--- src/rtl/dff_sync_debounce.sv ---
// Input conditioner: a flip-flop synchronizer chain followed by a counter-based
// debounce filter, producing a clean level q plus one-cycle rise/fall strobes.
module dff_sync_debounce #(
  parameter int SYNC_STAGES  = 2,
  parameter int STABLE_COUNT = 50000,
  parameter int CNT_WIDTH    = 16
) (
  input  logic clk,
  input  logic rst,
  input  logic d,
  output logic q,
  output logic rise,
  output logic fall,
  output logic busy
);

  generate
    if (SYNC_STAGES < 2) begin : g_bad_sync
      $error("dff_sync_debounce: SYNC_STAGES must be 2 or more");
    end
    if (STABLE_COUNT < 1 || CNT_WIDTH < 1 ||
        ((longint'(STABLE_COUNT) - 64'sd1) >>> CNT_WIDTH) != 64'sd0) begin : g_bad_cnt
      $error("dff_sync_debounce: CNT_WIDTH cannot hold STABLE_COUNT-1");
    end
  endgenerate

  localparam logic [CNT_WIDTH-1:0] LAST = CNT_WIDTH'(STABLE_COUNT - 1);
  localparam logic [CNT_WIDTH-1:0] ONE  = CNT_WIDTH'(1);

  typedef enum logic {STABLE, VERIFY} state_t;

  logic [SYNC_STAGES-1:0] sync;
  logic                   ds;
  logic [CNT_WIDTH-1:0]   cnt;
  logic [CNT_WIDTH-1:0]   cnt_nxt;
  logic                   q_nxt;
  logic                   rise_nxt;
  logic                   fall_nxt;
  logic                   qualify;
  state_t                 state;

  assign ds      = sync[SYNC_STAGES-1];
  // The state is fully implied by the counter; the enum only names it.
  assign state   = (cnt == '0) ? STABLE : VERIFY;
  assign qualify = (ds != q) && (cnt == LAST);

  always_comb begin
    cnt_nxt  = cnt;
    q_nxt    = q;
    rise_nxt = 1'b0;
    fall_nxt = 1'b0;
    if (qualify) begin
      q_nxt    = ds;
      cnt_nxt  = '0;
      rise_nxt = ds;
      fall_nxt = ~ds;
    end else begin
      case (state)
        STABLE: if (ds != q) cnt_nxt = ONE;
        VERIFY: begin
          if (ds == q) cnt_nxt = '0;
          else         cnt_nxt = cnt + ONE;
        end
        default: cnt_nxt = '0;
      endcase
    end
  end

  always_ff @(posedge clk) begin
    if (rst) begin
      sync <= '0;
      cnt  <= '0;
      q    <= 1'b0;
      rise <= 1'b0;
      fall <= 1'b0;
      busy <= 1'b0;
    end else begin
      sync <= {sync[SYNC_STAGES-2:0], d};
      cnt  <= cnt_nxt;
      q    <= q_nxt;
      rise <= rise_nxt;
      fall <= fall_nxt;
      // Registered copy of (cnt != 0), aligned with the counter itself.
      busy <= (cnt_nxt != '0);
    end
  end

endmodule
--- config.mk ---
export PLATFORM = sky130hd
export DESIGN_NAME = dff_sync_debounce
export DESIGN_NICKNAME = d
export VERILOG_FILES = /design/src/rtl/dff_sync_debounce.sv
export SDC_FILE = /design/constraint.sdc
export NUM_CORES = 1
export LEC_CHECK = 0
export BUFFER_PORTS_ARGS = -buffer_cell sky130_fd_sc_hd__buf_2
export CAP_MARGIN = 20
export CORE_ASPECT_RATIO = 0.75
export CORE_UTILIZATION = 45
export DETAILED_ROUTE_END_ITERATION = 10
export GPL_ROUTABILITY_DRIVEN = 0
export SETUP_SLACK_MARGIN = 0.3
export SYNTH_ARGS = -nofsm -noshare
export SYNTH_HDL_FRONTEND = slang
export SYNTH_SLANG_ARGS = --single-unit
--- constraint.sdc ---
create_clock -name clk -period 4.7 [get_ports clk]
set_input_delay 0.235 -clock clk [delete_from_list [all_inputs] [get_ports clk]]
set_output_delay 0.235 -clock clk [all_outputs]
set_load 0.02 [all_outputs]
==> results by group, run 1 <==
Run status
  • Outcome: completed

STA
  • Fin. max-slew vios: 0
  • Worst Max-Slew Pin Slew: about 0.56 ns
  • Max transition margin: 62.2%
  • Post-Route Setup TNS: 0 ns
  • Clk_skew: 0.0119 ns
  • Fin crit period: 2.35 ns
  • RSZ-0062 raised after global routing: no
  • Period utilization: 50.0%
  • Final Hold Viols: 0
  • FMAX: ~430 MHz
  • Final setup fails: 0

Finish
  • P&R area growth vs syn: 5.93%
  • Fill cell count: 224
  • Register area: between 400 and 500 um2
  • Layout cells sized above 1: 9.70%
  • Multi-input logic area: 648 um2
  • ANT cells: 0
  • Final std cells w/o fill: 168
  • Nets: 141

Routing
  • 1st-pass router iterations: 4
  • Wl on met1: 1240 um
  • Top sig layer: met4
  • Met2 WL post-DR: approximately 960 um
  • Via count: 954
  • Routed vias/inst: 5.68
  • Met3 routed WL: roughly 130 um
  • Drt drc: 0
  • Routed WL per cell: roughly 14 um
  • Initial DRC count: 77
  • Detail Route Antenna Nets: 0
  • Final WL: 2350 um

Yosys
  • Post-synthesis mux area share: 0.879%
  • Cells after synthesis: 129
  • Area of the mapped netlist: 1140 um2
  • Syn Area/Cell: 8.83 um2
  • Register area share after synthesis: 38.7%
  • Most numerous cell in the Yosys netlist: dfxtp_1
  • Yosys reg bits: 22
  • Ys async rst share: 0%
  • Post-synth EDFFs: 0
  • Top cells by area, synth: dfxtp_1, xnor2_1, nor3_1, nor2_1, nand3_1
  • Distinct cells, synth: 37
  • Post-Synth XOR/XNOR Area: between 10% and 20%
  • Combinational family with the most area after synthesis: simple AND/OR/NAND/NOR gates
  • Post-Synth Adder-Cell Area: ~2.2%
  • Leading area contributor after synthesis: dfxtp_1
  • Synth top area share: approximately two fifths
  • Post-Syn Nets: between 100 and 150
  • Compound-cell area share of the yosys netlist: 11.3%
  • Post-Synth Simple-Gate Area: 31.8%
  • Main synth FF type: dfxtp_1
  • Yosys warning total: 0
  • Commonest cells in the netlist: dfxtp_1, nor2_1, xnor2_1

Floorplanning
  • Die area: 2740 um2
  • Row count: 15
  • Core area: 2350 um2
  • Initial core utilization: 48.5%
  • Die Y: 45.6 um
  • IO Pins: 7
  • Die width: between 60 and 70 um

Clock tree
  • Deepest clock path buffer count: 2
  • Clock insertion delay at the later pin of the skew report: 0.31 ns
  • CTS tree: done
  • CTS buffer count: 3
  • Setup Buffers After CTS: 0
  • H-tree depth: 1
  • Clock sink count: 22
  • Clk pin slew, worst setup/hold paths: 0.12 ns
  • Root Buffer: clkbuf_4
  • Post-CTS sizing: 0
  • Hold buffer count at cts: 0

Power
  • Psw: 66.9 uW
  • Part of the power in registers: about two thirds
  • Sw Share: 23.0%
  • Leak: 0.000428 uW
  • Combinational share of power: 5.7%
  • Clock power frac: 29.2%
  • Maximum vdd drop: approximately 0.00016 V
  • Power per cell area: 242 nW/um2
  • P_int: 224 uW

Placement
  • Post-DP HPWL: 1700 um
  • Placed cell count: 165
  • Port bufs: 6

Critical path
  • Worst setup EP type: register
  • CP max FO: 8
  • Critical Path AT: 2.53 ns
  • CP required: between 4 and 5 ns
  • Crit path kind: reg2reg
  • Crit path launch type: register

GRT
  • Gr usage total: 19.6%
  • Grt ovf: 0
  • Largest net degree at the start of global routing: 14
  • Antenna violations before repair: 0
  • Vias in the first global route: just under 800
  • Global-route wire length before repair: 3870 um

Min path
  • Worst Hold Class: in2reg

Job
  • Maximum capacitance violations: 0
==> critical path, cell delays in order (launching register included) <==
cell and delay (ns):
dfxtp_1 0.47, ha_1 0.25, nand3_1 0.21, nor4_1 0.26
or3b_1 0.51, a21o_1 0.22, o31ai_2 0.17, a41oi_1 0.13
==> routing by layer <==
metal	up-vias	track usage, %
met3	4	5.11
met2	21	25.6
met5	-	0
met4	0	4.19
met1	445	31.1
li1	484	-
==> registers in the layout (all words and copies together) (netlist names) <==
| name | flops |
|---|---|
| busy | 1 |
| rise | 1 |
| sync | 2 |
| fall | 1 |
| q | 1 |
| cnt | 16 |
==> final timing paths <==
path / cells after the start / slack, ns / to / from
max: 7 / 2.35 / busy / cnt[1]
max reg2reg: 7 / 2.35 / busy / cnt[1]
min: 2 / 0.14 / sync[0] / d
min reg2reg: 1 / 0.45 / sync[1] / sync[0]
==> placed cells by master (no fill, tap or decap), types with 4 or more instances in the layout <==
cell type | synthesis | final
dfxtp_1 | 22 | 22
nor2_1 | 12 | 12
xnor2_1 | 12 | 12
nor3_1 | 10 | 10
nand3_1 | 8 | 8
a21oi_1 | 6 | 6
buf_2 | 1 | 6
nor4_1 | 5 | 5
inv_1 | 4 | 4
nand4_1 | 4 | 4
nand2_1 | 4 | 4
==> metrics by stage <==
step	worst slack (ns)	area (um2)	util (%)	hold slack [ns]	total power, uW
floorplan	2.65	1140	-	0.307	205
global placement	2.39	1180	50.5	0.429	210
detailed placement	2.40	1180	50.5	0.428	210
CTS	2.37	1210	51.4	0.134	296
global route	2.16	1210	51.4	0.118	304
finish	2.35	1210	51.4	0.138	291
==> area by class of cell <==
| class | instances | area share [%] |
|---|---|---|
| Multi-Input combinational cell | 98 | 53.7 |
| Clock buffer | 3 | 1.87 |
| Timing Repair Buffer | 7 | 3.11 |
| Inverter | 4 | 1.24 |
| Sequential cell | 22 | 36.5 |
| Tap cell | 34 | 3.53 |
==> power groups by stage <==
| stage | combinational [uW] | sequential (uW) | clock (uW) |
|---|---|---|---|
| after floorplan | 11.1 | 194 | 0 |
| after global placement | 16.3 | 194 | 0 |
| after detailed placement | 16.5 | 194 | 0 |
| after CTS | 16.7 | 190 | 89.3 |
| after global routing | 18.7 | 190 | 95.5 |
| final | 16.6 | 190 | 85.1 |
==> kinds of logic after synthesis <==
| kind of cell | count (synthesis) |
|---|---|
| AOI/OAI and AO/OA | 19 |
| xor gates and xnor gates | 14 |
| adders and majority gates | 2 |
| buffers and inverters | 9 |
| DFF | 22 |
| muxes | 1 |
| and+or+nand+nor | 62 |
Power figures use the tool's default switching activity.
==> run 2, diff against run 1 <==
==> constraint.sdc (replaced) <==
create_clock -name clk -period 2.4 [get_ports clk]
set_input_delay 0.12 -clock clk [delete_from_list [all_inputs] [get_ports clk]]
set_output_delay 0.12 -clock clk [all_outputs]
set_load 0.02 [all_outputs]
==> results by group, run 2 (synthesized netlist as in run 1, its figures left out) <==
Clock tree
  • Clk pin slew, worst setup/hold paths: roughly 0.12 ns
  • Clock insertion delay at the later pin of the skew report: 0.31 ns
  • H-tree depth: 1
  • CTS tree: done
  • Root Buffer: clkbuf_4
  • Deepest clock path buffer count: 2
  • Hold buffer count at cts: 0
  • CTS buffer count: 3
  • Clock sink count: 22

STA
  • Fin crit period: 2.09 ns
  • Max transition margin: a little under three quarters
  • Final setup margin: 0.307 ns
  • FMAX: 478 MHz
  • Final Hold Viols: 0
  • Worst Max-Slew Pin Slew: 0.435 ns
  • Final setup fails: 0
  • RSZ-0062 raised after global routing: yes
  • Fin. max-slew vios: 0
  • Period utilization: between 80 and 90%
  • Clk_skew: 0.00685 ns
  • Post-Route Setup TNS: 0 ns

Placement
  • Post-DP HPWL: 1790 um
  • Port bufs: 6
  • Post-place setup slack: 0.195 ns
  • Placed cell count: 168

Floorplanning
  • Row count: 15
  • Die area: 2740 um2
  • Die Y: 45.6 um
  • Core area: 2350 um2
  • IO Pins: 7
  • Initial core utilization: 48.5%
  • Die width: between 60 and 70 um

Critical path
  • Crit path kind: reg2reg
  • CP max FO: 8
  • Worst setup EP type: register
  • Crit path launch type: register
  • CP required: about 2.7 ns
  • Critical Path AT: 2.34 ns

Routing
  • Routed vias/inst: roughly 5.5
  • Detail Route Antenna Nets: 0
  • Via count: about 980
  • Final WL: ~2600 um
  • 1st-pass router iterations: 4
  • Drt drc: 0
  • Routed WL per cell: 14.8 um
  • Initial DRC count: 33

Power
  • Clock power frac: between 30% and 40%
  • P_int: roughly 480 uW
  • Leak: between 0.0004 and 0.0005 uW
  • Psw: 140 uW
  • Part of the power in registers: 59.8%
  • Sw Share: a little under a quarter
  • Combinational share of power: 6.9%
  • Maximum vdd drop: 0.000328 V
  • Power per cell area: 465 nW/um2

Finish
  • Most frequent cells in the layout: dfxtp_1, xnor2_1, nor2_1
  • Nets: 150
  • Max reg flops: 16
  • Largest Register: cnt
  • Top Registers: cnt (16), sync (2)
  • Commonest non-fill, non-tap cell in the layout: dfxtp_1
  • P&R area growth vs syn: 17.0%
  • ANT cells: 0
  • Final std cells w/o fill: 178
  • Layout cells sized above 1: 23.6%
  • Utilization after layout: 56.8%
  • Fill cell count: 230

GRT
  • Global-route wire length before repair: slightly below 4000 um
  • Vias in the first global route: ~830
  • Gr usage total: 20.2%
  • Grt ovf: 0
  • Antenna violations before repair: 0
  • Largest net degree at the start of global routing: 14

Run status
  • Outcome: completed

Job
  • Maximum capacitance violations: 0

Min path
  • Worst Hold Class: in2reg
run 2: per-layer routing:
metal / vias up / track usage, % / part of all wire [%]
met4: 0 / 4.19 / 1.4
li1: 501 / - / -
met2: 23 / 27.6 / 43
met1: 448 / 30.3 / 51
met5: - / 0 / 0
met3: 4 / 6.82 / 4.9
run 2: power groups by stage:
| stage | clock [uW] | sequential, uW | combinational [uW] |
|---|---|---|---|
| floorplan | 0 | 380 | 21.8 |
| global placement | 0 | 380 | 34.5 |
| detailed placement | 0 | 380 | 34.7 |
| CTS | 211 | 372 | 34.9 |
| global route | 226 | 371 | 46.3 |
| finish | 207 | 370 | 42.6 |
run 2: area by class of cell:
cell class / count / area (um2) / share of cell area (%)
Clock buffer: 4 / 36.3 / 2.72
Inverter: 4 / 15.0 / 1.13
Multi-Input combinational cell: 98 / 683 / 51.3
Sequential cell: 22 / 449 / 33.7
Tap cell: 34 / 42.5 / 3.19
Timing Repair Buffer: 16 / 106 / 7.98
run 2: critical path: stages (launching register included):
cell	delay [ns]
dfxtp_4	0.39
inv_1	0.08
ha_1	0.15
or4b_4	0.47
nor4_4	0.33
buf_6	0.16
o21ai_0	0.14
o21a_1	0.15
a41oi_2	0.15
run 2: worst paths after layout:
kind	from	to	slack, ns	cells after the start
worst max register to register	cnt[0]	busy	0.31	8
worst min-delay path	d	sync[0]	0.01	2
worst max-delay path	cnt[0]	busy	0.31	8
worst min register to register	sync[0]	sync[1]	0.46	1
run 2: metrics by stage:
stage,hold WS [ns],total power [uW],instance area [um2]
CTS,0.00896,618,1250
detailed placement,0.339,415,1210
finish,0.0117,620,1330
global route,0.00397,643,1330
floorplan,0.192,402,1140
global placement,0.342,414,1210
run 2: repair_timing:
item	in CTS	in global routing
setup endpoints to repair	1	1
setup buffers	0	5
resized for setup	3	11
cloned	0	1
pin swaps	0	6
==> run 3, diff against run 2 <==
--- a/config.mk
+++ b/config.mk
@@ -5,12 +5,12 @@
 export SDC_FILE = /design/constraint.sdc
 export NUM_CORES = 1
 export LEC_CHECK = 0
-export BUFFER_PORTS_ARGS = -buffer_cell sky130_fd_sc_hd__buf_2
 export CAP_MARGIN = 20
-export CORE_ASPECT_RATIO = 0.75
-export CORE_UTILIZATION = 45
+export CORE_UTILIZATION = 60
 export DETAILED_ROUTE_END_ITERATION = 10
+export DONT_BUFFER_PORTS = 1
 export GPL_ROUTABILITY_DRIVEN = 0
+export PLACE_DENSITY = 0.76
 export SETUP_SLACK_MARGIN = 0.3
 export SYNTH_ARGS = -nofsm -noshare
 export SYNTH_HDL_FRONTEND = slang
==> results by group, run 3 (synthesized netlist as in run 1, its figures left out) <==
Run status
  • Outcome: completed

Critical path
  • Crit path to: busy
  • Worst setup EP type: register
  • Largest stage delay on the critical path: 0.43 ns
  • Worst R2R End: busy
  • FF-to-FF path depth: 7
  • Reg2Reg Launch Point: cnt[1]
  • CP Buf/Inv Count: 0
  • CP required: 2.59 ns
  • Setup slack, reg-to-reg: 0.36 ns
  • Crit path max-delay cell type: or3b_4
  • CP cell instances: ha_2 -> nand3_4 -> nor4_2 -> or3b_4 -> a21o_1 -> o31ai_2 -> a41oi_2
  • Crit path launch type: register
  • Critical Path AT: 2.24 ns
  • CP Depth: 7
  • Worst Setup SP: cnt[1]
  • Crit path kind: reg2reg
  • CP max FO: 8
  • Largest delay contributor family on the critical path: simple AND/OR/NAND/NOR gates

Finish
  • P&R area growth vs syn: 16.5%
  • Fill cell count: roughly 130
  • Layout cells sized above 1: 20.3%
  • Top Registers: cnt (16), sync (2)
  • Max reg flops: 16
  • Commonest non-fill, non-tap cell in the layout: dfxtp_1
  • Register area: 449 um2
  • Largest Register: cnt
  • Most frequent cells in the layout: dfxtp_1, nor2_1, xnor2_1
  • Multi-input logic area: 698 um2
  • Nets: 144
  • Final design instance area without fill: 1330 um2
  • ANT cells: 0

STA
  • FMAX: approximately 490 MHz
  • Clk_skew: 0.00630 ns
  • Period utilization: between 80 and 90%
  • Final setup fails: 0
  • Worst Max-Slew Pin Slew: 0.460 ns
  • Max transition margin: 69.2%
  • RSZ-0062 raised after global routing: no
  • Fin crit period: around 2.0 ns
  • Final Hold Viols: 0
  • Fin. max-slew vios: 0
  • Post-Route Setup TNS: 0 ns

GRT
  • Global-route wire length before repair: a little over 4000 um
  • Largest net degree at the start of global routing: 14
  • Vias in the first global route: 875
  • Grt ovf: 0
  • Gr usage total: 27.6%
  • Antenna violations before repair: 0

Min path
  • Worst Hold Class: in2reg

Floorplanning
  • Initial core utilization: 65.2%
  • Die Y: about 46 um
  • Die width: 45.6 um
  • IO Pins: 7
  • Row count: 15
  • Core area: 1750 um2
  • Die area: roughly 2100 um2

Routing
  • Detail Route Antenna Nets: 0
  • Routed vias/inst: about 6
  • Via count: approximately 1000
  • Final WL: 2620 um
  • Initial DRC count: 37
  • 1st-pass router iterations: 4
  • Routed WL per cell: 16.1 um
  • Drt drc: 0

Clock tree
  • Clock insertion delay at the later pin of the skew report: 0.31 ns
  • Deepest clock path buffer count: 2
  • Clk pin slew, worst setup/hold paths: ~0.12 ns
  • Root Buffer: clkbuf_4
  • H-tree depth: 1
  • Clock sink count: 22
  • CTS buffer count: 3
  • CTS tree: done

Job
  • Maximum capacitance violations: 0

Placement
  • Post-DP HPWL: 1760 um
  • Area post-placement: 1160 um2
  • Port bufs: 0

Power
  • Leak: 0.000456 uW
  • Maximum vdd drop: approximately 0.0004 V
  • Power per cell area: 523 nW/um2
run 3: metal layers:
metal	vias to the layer above	GRT usage, %	wire [um]
met3	3	7.94	147
met4	0	5.45	16
met5	-	0	0
li1	493	-	-
met2	28	43.4	1340
met1	479	37.5	1110
run 3: report_power, final:
| part | internal [uW] | switching [uW] | leakage (uW) |
|---|---|---|---|
| logic | 19.9 | 21.8 | 0.000248 |
| clock network | 169 | 112 | 0.0000279 |
| registers | 367 | 4.18 | 0.000180 |
run 3: tightest hold or removal path: cells and delay by family:
family	cells	cell delay, ns
and+or+nand+nor	1	0.09
AOI/OAI and AO/OA	1	0.04
buffers and inverters	1	0.14
run 3: worst min path at each step:
stage          slack (ns)  depth (start not counted)      end  start
2_1_floorplan        0.19                          1  sync[0]    rst
3_3_place_gp         0.19                          1   cnt[7]    rst
3_5_place_dp         0.19                          1  sync[1]    rst
4_1_cts              0.08                          3   cnt[1]    rst
5_1_grt               0.1                          3   cnt[1]    rst
6_report              0.1                          3   cnt[1]    rst
run 3: timing repair:
action / CTS / global route
pin swaps: 0 / 5
setup endpoints to repair: 5 / 6
resized for setup: 4 / 13
hold endpoints to repair: 13 / 0
hold buffers: 2 / 0
setup buffers: 0 / 4
run 3: stage by stage:
| step | utilization, % | setup WS [ns] | instances | hold WS (ns) | power (uW) |
|---|---|---|---|---|---|
| after floorplan | - | 0.352 | 129 | 0.192 | 402 |
| after global placement | 66.7 | 0.242 | 153 | 0.194 | 409 |
| after detailed placement | 66.7 | 0.165 | 153 | 0.194 | 409 |
| after CTS | 71.5 | 0.307 | 159 | 0.0806 | 694 |
| after global routing | 76.0 | 0.285 | 163 | 0.0984 | 717 |
| final | 76.0 | 0.356 | 163 | 0.0996 | 693 |
run 3: layout make-up:
class	instances	share of cell area [%]
Sequential cell	22	33.9
Multi-Input combinational cell	98	52.6
Clock inverter	1	2.26
Timing Repair Buffer	10	6.04
Clock buffer	3	1.70
Tap cell	25	2.36
Inverter	4	1.13
